[src/rtl/fir_sample_feeder.sv]
`default_nettype none
// ============================================================================
//  Module   : fir_sample_feeder
//  Purpose  : Frame-aligned sample feeder and result collector for fir_filter.
//  Revision : 1.0  initial release
// ============================================================================
module fir_sample_feeder #(
    parameter int FRAME_LEN  = 20,
    parameter int FIFO_DEPTH = 8,
    parameter int DISCARD    = 1
) (
    input  logic                            clk,
    input  logic                            rst,
    input  logic                            en,
    input  logic [7:0]                      in_data,
    input  logic                            in_valid,
    output logic                            in_ready,
    output logic [$clog2(FIFO_DEPTH):0]     fifo_level,
    output logic [7:0]                      filt_sample,
    output logic                            filt_ready,
    input  logic [7:0]                      filt_out,
    output logic [7:0]                      out_data,
    output logic                            out_valid,
    output logic                            underrun,
    input  logic                            clr_status
);

    localparam int c_PTR_W = $clog2(FIFO_DEPTH);
    localparam int c_LVL_W = c_PTR_W + 1;
    localparam int c_CNT_W = (FRAME_LEN < 2) ? 1 : $clog2(FRAME_LEN);
    localparam int c_DIS_W = (DISCARD < 1) ? 1 : $clog2(DISCARD + 1);

    typedef enum logic [1:0] {
        ST_IDLE  = 2'd0,
        ST_RUN   = 2'd1,
        ST_DRAIN = 2'd2
    } state_t;

    state_t               r_state;
    logic [7:0]           r_mem [FIFO_DEPTH];
    logic [c_PTR_W-1:0]   r_rd_ptr;
    logic [c_PTR_W-1:0]   r_wr_ptr;
    logic [c_LVL_W-1:0]   r_level;
    logic [c_CNT_W-1:0]   r_frame_cnt;
    logic [c_DIS_W-1:0]   r_discard_cnt;
    logic                 r_stop_req;
    logic [7:0]           r_filt_sample;
    logic                 r_filt_ready;
    logic [7:0]           r_out_data;
    logic                 r_out_valid;
    logic                 r_underrun;

    logic                 w_empty;
    logic                 w_full;
    logic                 w_boundary;
    logic                 w_stopping;
    logic                 w_load;
    logic                 w_pop;
    logic                 w_push;
    logic                 w_capture;
    logic [7:0]           w_next_sample;

    assign w_empty    = (r_level == '0);
    assign w_full     = (r_level == c_LVL_W'(FIFO_DEPTH));
    assign w_boundary = (r_state == ST_RUN) && (r_frame_cnt == c_CNT_W'(FRAME_LEN - 1));
    assign w_stopping = r_stop_req || !en;
    // A new sample is loaded on the start edge and on every boundary that is not the last.
    assign w_load     = ((r_state == ST_IDLE) && en) || (w_boundary && !w_stopping);
    assign w_pop      = w_load && !w_empty;
    assign w_push     = in_valid && !w_full;
    assign w_capture  = (r_state != ST_IDLE) && (r_frame_cnt == '0);
    assign w_next_sample = w_pop ? r_mem[r_rd_ptr] : 8'd0;

    always_ff @(posedge clk) begin
        if (w_push) begin
            r_mem[r_wr_ptr] <= in_data;
        end
    end

    always_ff @(posedge clk or posedge rst) begin
        if (rst) begin
            r_rd_ptr <= '0;
            r_wr_ptr <= '0;
            r_level  <= '0;
        end else begin
            if (w_push) begin
                r_wr_ptr <= r_wr_ptr + 1'b1;
            end
            if (w_pop) begin
                r_rd_ptr <= r_rd_ptr + 1'b1;
            end
            case ({w_push, w_pop})
                2'b10:   r_level <= r_level + 1'b1;
                2'b01:   r_level <= r_level - 1'b1;
                default: r_level <= r_level;
            endcase
        end
    end

    always_ff @(posedge clk or posedge rst) begin
        if (rst) begin
            r_state       <= ST_IDLE;
            r_frame_cnt   <= '0;
            r_discard_cnt <= c_DIS_W'(DISCARD);
            r_stop_req    <= 1'b0;
            r_filt_sample <= 8'd0;
            r_filt_ready  <= 1'b0;
            r_out_data    <= 8'd0;
            r_out_valid   <= 1'b0;
            r_underrun    <= 1'b0;
        end else begin
            r_out_valid <= 1'b0;

            // The filter publishes its result on the boundary edge; take it one cycle later.
            if (w_capture) begin
                r_out_data <= filt_out;
                if (r_discard_cnt == '0) begin
                    r_out_valid <= 1'b1;
                end else begin
                    r_discard_cnt <= r_discard_cnt - 1'b1;
                end
            end

            case (r_state)
                ST_IDLE: begin
                    if (en) begin
                        r_state       <= ST_RUN;
                        r_filt_ready  <= 1'b1;
                        r_frame_cnt   <= '0;
                        r_discard_cnt <= c_DIS_W'(DISCARD);
                        r_stop_req    <= 1'b0;
                        r_filt_sample <= w_next_sample;
                    end
                end
                ST_RUN: begin
                    if (!en) begin
                        r_stop_req <= 1'b1;
                    end
                    if (w_boundary) begin
                        r_frame_cnt <= '0;
                        if (w_stopping) begin
                            r_state       <= ST_DRAIN;
                            r_filt_ready  <= 1'b0;
                            r_filt_sample <= 8'd0;
                        end else begin
                            r_filt_sample <= w_next_sample;
                        end
                    end else begin
                        r_frame_cnt <= r_frame_cnt + 1'b1;
                    end
                end
                ST_DRAIN: begin
                    r_state <= ST_IDLE;
                end
                default: begin
                    r_state      <= ST_IDLE;
                    r_filt_ready <= 1'b0;
                end
            endcase

            if (w_load && w_empty) begin
                r_underrun <= 1'b1;
            end else if (clr_status) begin
                r_underrun <= 1'b0;
            end
        end
    end

    assign in_ready    = !w_full;
    assign fifo_level  = r_level;
    assign filt_sample = r_filt_sample;
    assign filt_ready  = r_filt_ready;
    assign out_data    = r_out_data;
    assign out_valid   = r_out_valid;
    assign underrun    = r_underrun;

endmodule
`default_nettype wire

[config.mk]
export PLATFORM = sky130hd
export DESIGN_NAME = fir_sample_feeder
export DESIGN_NICKNAME = d
export VERILOG_FILES = /design/src/rtl/fir_sample_feeder.sv
export SDC_FILE = /design/constraint.sdc
export NUM_CORES = 1
export LEC_CHECK = 0
export ABC_AREA = 0
export CORE_AREA = 4 4 113 93
export DETAILED_ROUTE_END_ITERATION = 10
export DIE_AREA = 0 0 117 97
export GPL_TIMING_DRIVEN = 0
export PLACE_DENSITY = 0.68
export SLEW_MARGIN = 20
export SYNTH_ARGS = -nofsm -noshare
export SYNTH_HDL_FRONTEND = slang
export SYNTH_SLANG_ARGS = --single-unit
[constraint.sdc]
create_clock -name clk -period 2.5 [get_ports clk]
set_input_delay 0.5 -clock clk [delete_from_list [all_inputs] [get_ports clk]]
set_output_delay 0.5 -clock clk [all_outputs]
set_load 0.03 [all_outputs]
==> impl_metrics.py, run 1 <==
metrics = {
    "worst_setup_path": {
        "worstSetupStartpointType": "flop",
        "crit_family": "simple AND/OR/NAND/NOR gates",
        "path_cells": "clkbuf_8, or4_4, nor2b_4, ha_4, xor2_1, ha_1, a21oi_2, xor2_1, nor2_1, xor2_1",
        "max_stage_delay_ns": 0.53,
        "critPathBufInv": 1,
        "slowest_stage": "or4_4",
        "arrival_ns": 2.57,
        "path_max_fanout": 8,
        "cp_common_cell": "xor2_1",
        "worst_ep_required_time_ns": 2.73,
        "crit_type": "flop to flop",
        "end_kind": "flop",
    },
    "outcome": {
        "status": "completed",
    },
    "global_route": {
        "use_met3_pct": 4.69,
        "grt_util_met1_pct": 21.3,
        "grt_pass1_vias": 2337,
        "grt.met2_usage_pct": 23.5,
        "grt_max_degree": 27,
        "gr-usage-all-layers_pct": 15.5,
        "top_usage_layer": "met2",
        "grt.overflow.total": 0,
        "antenna_found_initial": 0,
        "grt_pass1_wl_mm": 13.0,
    },
    "clocking": {
        "insertion_delay_ns": 0.35,
        "h-tree-depth": 3,
        "cts_sinks": 102,
        "cts-root-buf": "clkbuf_16",
        "cts_buffers": 9,
        "hold_buffers": 0,
        "clockBufferDepth": 2,
        "cts.reportedPaths.clkPinSlew_ns": 0.07,
        "cts_tree": "done",
    },
    "routing": {
        "ant_nets": 0,
        "drc": 0,
        "dr_total_vias": 2321,
        "avgRoutedWirePerCell_um": 18.9,
        "viasPerCell": 5.37,
        "drtIter0Drc": 128,
        "firstDrtPassIters": 4,
        "wirelength_mm": 8.16,
    },
    "sta": {
        "clock_skew_ns": 0.00871,
        "period_minus_slack_ns": 2.33,
        "rsz0062_at_grt": "false",
        "slew_viol_final": 0,
        "fmax_mhz": 428,
        "tightestPinTransition_ns": 1.01,
        "slew_headroom_pct": 32.6,
        "setup_ws_ns": 0.165,
        "final_hold_viol_count": 0,
        "fin_crit_sh_pct": 93.4,
        "setup_viol": 0,
    },
    "yosys": {
        "muxShareOfSynthArea_pct": 14.9,
        "yosys.area_share.simple_pct": 5.50,
        "synth.avg_cell_area_um2": 17.1,
        "synth_xor_area_share_pct": 2.28,
        "synth_compound_area_share_pct": 4.97,
        "ys_ff_latch": 102,
        "yosys_warnings": 0,
        "syn_inst": 247,
        "synthDistinctLibCells": 39,
        "async_reset_ff_share_pct": 37.3,
        "synth_top_family_by_area": "multiplexers",
        "synth.net_count": 275,
        "synth_flop_cell": "edfxtp_1",
        "synth_seq_area_share_pct": 68.0,
        "synth_fa_ha_area_share_pct": 2.07,
        "synth_area_um2": 4230,
        "synth-edff-count": 64,
    },
    "place": {
        "portBuffers": 44,
        "hpwl_mm": 5.39,
        "pre_cts_slack_ns": -0.492,
        "routabilityCongestion": 0.746,
        "post_dp_cell_area_um2": 4920,
    },
    "pwr": {
        "p_leak_uw": 0.00198,
        "seq_power_share_pct": 38.7,
        "intPower_uw": 4380,
        "comb_power_share_pct": 37.9,
        "power_density_nw_per_um2": 1230,
        "p_sw_share_pct": 33.0,
        "ir_worst_vdd_mv": 0.576,
        "clockPowerShare_pct": 23.4,
        "power_switching_uw": 2160,
    },
    "floorplanning": {
        "core_region_area_um2": 9450,
        "ioPinCount": 45,
        "rows": 32,
        "die_area_um2": 11300,
        "initial_core_util_pct": 44.8,
        "chipWidth_um": 117,
        "dieHeight_um": 97,
    },
    "finish": {
        "drive_gt1_share_pct": 22.7,
        "multiInputGateArea_um2": 1350,
        "stdcell_area_um2": 5310,
        "n_fill_cell": 747,
        "diodes": 0,
        "register_area_um2": 2880,
        "area_growth_pct": 25.7,
        "post-route-util_pct": 56.2,
        "layout.nets": 336,
    },
    "job": {
        "maxCapViolations": 0,
    },
    "worst_hold_path": {
        "hold_class": "input port to asynchronous set/reset pin",
    },
}
Yosys cell counts, types with 2 or more instances:
master	n	share of area [%]
a21oi_1	6	0.71
a22o_1	8	1.7
and2_1	2	0.30
buf_2	2	0.24
buf_6	2	0.53
clkbuf_1	3	0.27
dfrtp_1	37	22
edfxtp_1	64	45
ha_1	7	2.1
inv_1	9	0.80
mux2_2	20	5.3
mux4_1	12	7.5
mux4_2	4	2.1
nand2_1	11	0.98
nand2b_1	4	0.59
nand3_1	2	0.24
nor2_1	10	0.89
nor2b_1	2	0.30
nor3_1	5	0.59
nor3b_1	3	0.53
o21ai_0	5	0.59
o22ai_1	3	0.44
xnor2_1	6	1.2
xor2_1	5	1.0
worst register-to-register path: stages (launching register included):
cell,delay (ns)
dfrtp_2,0.41
clkbuf_8,0.16
or4_4,0.53
nor2b_4,0.17
ha_4,0.18
xor2_1,0.14
ha_1,0.19
a21oi_2,0.11
xor2_1,0.15
nor2_1,0.06
xor2_1,0.14
flip-flops by register name, summed over array words and instances, names as in the netlist:
| register | count |
|---|---|
| fifo_level | 4 |
| r_discard_cnt | 1 |
| out_data | 8 |
| r_wr_ptr | 3 |
| filt_sample | 8 |
| out_valid | 1 |
| r_frame_cnt | 5 |
| filt_ready | 1 |
| r_rd_ptr | 3 |
| r_stop_req | 1 |
| underrun | 1 |
| r_mem | 64 |
| r_state | 2 |
logic make-up (layout without fill, tap and decap cells):
logic type / Yosys count / in the layout
and+or+nand+nor: 45 / 45
adders and majority gates: 7 / 7
buffers and inverters: 17 / 83
AOI/OAI and AO/OA: 29 / 29
DFF: 102 / 102
muxes: 36 / 36
xor gates and xnor gates: 11 / 11
final timing paths:
| path | start | endpoint | slack (ns) | cells past startpoint |
|---|---|---|---|---|
| worst max-delay path | fifo_level[1] | fifo_level[2] | 0.17 | 10 |
| worst min-delay path | rst | filt_sample[4] | 0.44 | 2 |
| worst max register to register | fifo_level[1] | fifo_level[2] | 0.17 | 10 |
| worst min register to register | out_data[6] | out_data[6] | 0.51 | 1 |
| max in group asynchronous | rst | r_discard_cnt | 1.55 | 3 |
| min in group clk | out_data[6] | out_data[6] | 0.51 | 1 |
cells in the final DEF, fill, tap and decap left out, types with 5 or more instances in the layout:
cell,count
edfxtp_1,64
clkdlybuf4s50_1,44
nor2_1,10
mux2_2,20
clkbuf_16,9
xnor2_1,6
mux4_1,12
buf_4,6
dfrtp_1,36
nand2_1,11
inv_1,8
a22o_1,8
xor2_1,5
o21ai_0,5
ha_1,6
per-layer routing:
layer	share of wire (%)	routed length, um	vias up
met5	0	0	-
met4	1.0	83	0
met3	5.4	441	7
met2	47	3860	47
met1	46	3770	1186
li1	-	-	1081
cell type report:
class,instances,share of cell area [%]
Sequential cell,102,54.1
Multi-Input combinational cell,128,25.4
Timing Repair Buffer,51,9.51
Clock buffer,9,4.24
Tap cell,119,2.80
Clock inverter,7,1.98
Buffer,7,1.30
Inverter,9,0.636
per-stage QoR:
stage,instances,hold slack (ns),TNS [ns],total power [uW]
5_1_grt,432,0.470,0,6900
6_report,432,0.435,0,6530
4_1_cts,432,0.440,0,6600
2_1_floorplan,247,0.466,0,4210
3_3_place_gp,410,0.480,-12.38,4930
3_5_place_dp,413,0.492,-2.64,5030
what timing repair did:
item                                   4_1_cts  5_1_grt
endpoints found under the hold margin        0        0
setup endpoints to repair                    3        1
pin swaps                                    2        0
gates resized for setup                      5        1
setup buffers                                4        0
power groups by stage:
stage	registers, uW	clock network, uW	logic [uW]
2_1_floorplan	2830	0	1380
3_3_place_gp	2530	0	2400
3_5_place_dp	2560	0	2470
4_1_cts	2530	1560	2500
5_1_grt	2590	1640	2670
6_report	2530	1530	2480
Note: power is estimated with default switching activity, not from simulation.
==> run 2, diff against run 1 <==
Settings changed: CORE_AREA 4 4 113 93 to 4 4 129 82, DIE_AREA 0 0 117 97 to 0 0 133 86, PLACE_DENSITY 0.68 to 0.79.
==> impl_metrics.py, run 2 (synthesis results as in run 1) <==
metrics = {
    "sta": {
        "fin_crit_sh_pct": 94.7,
        "period_minus_slack_ns": 2.37,
        "fmax_mhz": 422,
        "setup_viol": 0,
        "setup_ws_ns": 0.133,
        "slew_viol_final": 0,
        "rsz0062_at_grt": "false",
        "slew_headroom_pct": 40.4,
        "final_hold_viol_count": 0,
        "tightestPinTransition_ns": 0.891,
        "clock_skew_ns": 0.00577,
    },
    "finish": {
        "area_growth_pct": 25.1,
        "n_fill_cell": 754,
        "layout_commonest_cell": "edfxtp_1",
        "layout_common_cells": "edfxtp_1, clkdlybuf4s50_1, dfrtp_1, mux2_2, mux4_1",
        "largest_reg_flops": 64,
        "post-route-util_pct": 55.7,
        "layoutNonFillerInstCount": 446,
        "layout.nets": 334,
        "largest_register": "r_mem",
        "drive_gt1_share_pct": 21.9,
        "diodes": 0,
    },
    "routing": {
        "wirelength_mm": 7.97,
        "avgRoutedWirePerCell_um": 17.9,
        "dr_total_vias": 2377,
        "viasPerCell": 5.33,
        "firstDrtPassIters": 4,
        "drtIter0Drc": 130,
        "drc": 0,
        "ant_nets": 0,
    },
    "job": {
        "maxCapViolations": 0,
    },
    "worst_setup_path": {
        "worstSetupStartpointType": "flop",
        "crit_type": "flop to flop",
        "end_kind": "flop",
        "path_max_fanout": 8,
        "arrival_ns": 2.59,
        "worst_ep_required_time_ns": 2.72,
        "rrSetupSlack_ns": 0.13,
    },
    "floorplanning": {
        "die_area_um2": 11400,
        "rows": 28,
        "initial_core_util_pct": 44.5,
        "chipWidth_um": 133,
        "dieHeight_um": 86,
        "ioPinCount": 45,
        "core_region_area_um2": 9490,
    },
    "clocking": {
        "cts_sinks": 102,
        "cts-root-buf": "clkbuf_16",
        "clockBufferDepth": 2,
        "cts_tree": "done",
        "cts.reportedPaths.clkPinSlew_ns": 0.07,
        "insertion_delay_ns": 0.34,
        "cts_buffers": 9,
        "h-tree-depth": 3,
    },
    "global_route": {
        "grt_max_degree": 33,
        "grt_pass1_wl_mm": 12.9,
        "grt_pass1_vias": 2473,
        "grt.overflow.total": 0,
        "antenna_found_initial": 0,
        "gr-usage-all-layers_pct": 15.0,
    },
    "pwr": {
        "ir_worst_vdd_mv": 0.491,
        "p_leak_uw": 0.00195,
        "fin_total_pwr_uw": 6390,
        "power_density_nw_per_um2": 1210,
    },
    "place": {
        "placed_cells": 427,
        "pre_cts_slack_ns": -0.450,
        "routabilityCongestion": 0.716,
        "hpwl_mm": 5.23,
        "portBuffers": 44,
    },
    "worst_hold_path": {
        "hold_class": "input port to asynchronous set/reset pin",
    },
    "outcome": {
        "status": "completed",
    },
}
-- run 2: per-stage QoR --
stage / hold slack [ns] / TNS, ns / area, um^2
after floorplan: 0.466 / 0 / 4280
after global placement: 0.474 / -9.88 / 4890
after detailed placement: 0.480 / -2.33 / 4930
after CTS: 0.360 / 0 / 5260
after global routing: 0.366 / 0 / 5290
final: 0.370 / 0 / 5290
-- run 2: where the power goes --
group	switching [uW]	internal [uW]	total (uW)
Sequential	307	2250	2560
Clock	583	772	1360
Combinational	1240	1230	2470
-- run 2: worst paths after layout --
check | from | cells past startpoint | to
max | fifo_level[1] | 10 | fifo_level[2]
min | rst | 2 | out_data[1]
max reg2reg | fifo_level[1] | 10 | fifo_level[2]
min reg2reg | r_discard_cnt | 1 | out_valid
max in group asynchronous | rst | 3 | r_discard_cnt
min in group clk | r_discard_cnt | 1 | out_valid
-- run 2: repair_timing --
item / in CTS / in global routing
pin swaps: 3 / 0
endpoints found under the setup margin: 3 / 1
resized for setup: 4 / 5
hold buffers: 0 / 0
setup buffers: 4 / 0
-- run 2: area by class of cell --
type / count / area, um^2 / share of cell area (%)
sequential: 102 / 2880 / 54.3
timing repair buffer: 49 / 493 / 9.32
inverter: 9 / 33.8 / 0.638
buffer: 7 / 68.8 / 1.30
clock inverter: 6 / 62.6 / 1.18
tap: 135 / 169 / 3.19
multi-input combinational: 128 / 1360 / 25.7
clock buffer: 10 / 229 / 4.33
-- run 2: layer usage --
layer,share of wire [%],global-route usage [%],up-vias
met5,0,0,-
met4,1.0,4.62,0
met3,7.1,6.45,6
met2,46,23.3,84
met1,46,19.4,1217
li1,-,-,1070
-- run 2: worst max-delay path, stage by stage (launching register included) --
cell	delay (ns)
dfrtp_2	0.40
clkbuf_8	0.16
or4_4	0.53
nor2b_4	0.17
ha_4	0.18
xor2_1	0.14
ha_1	0.19
a21oi_2	0.12
xor2_1	0.16
nor2_1	0.06
xor2_1	0.14
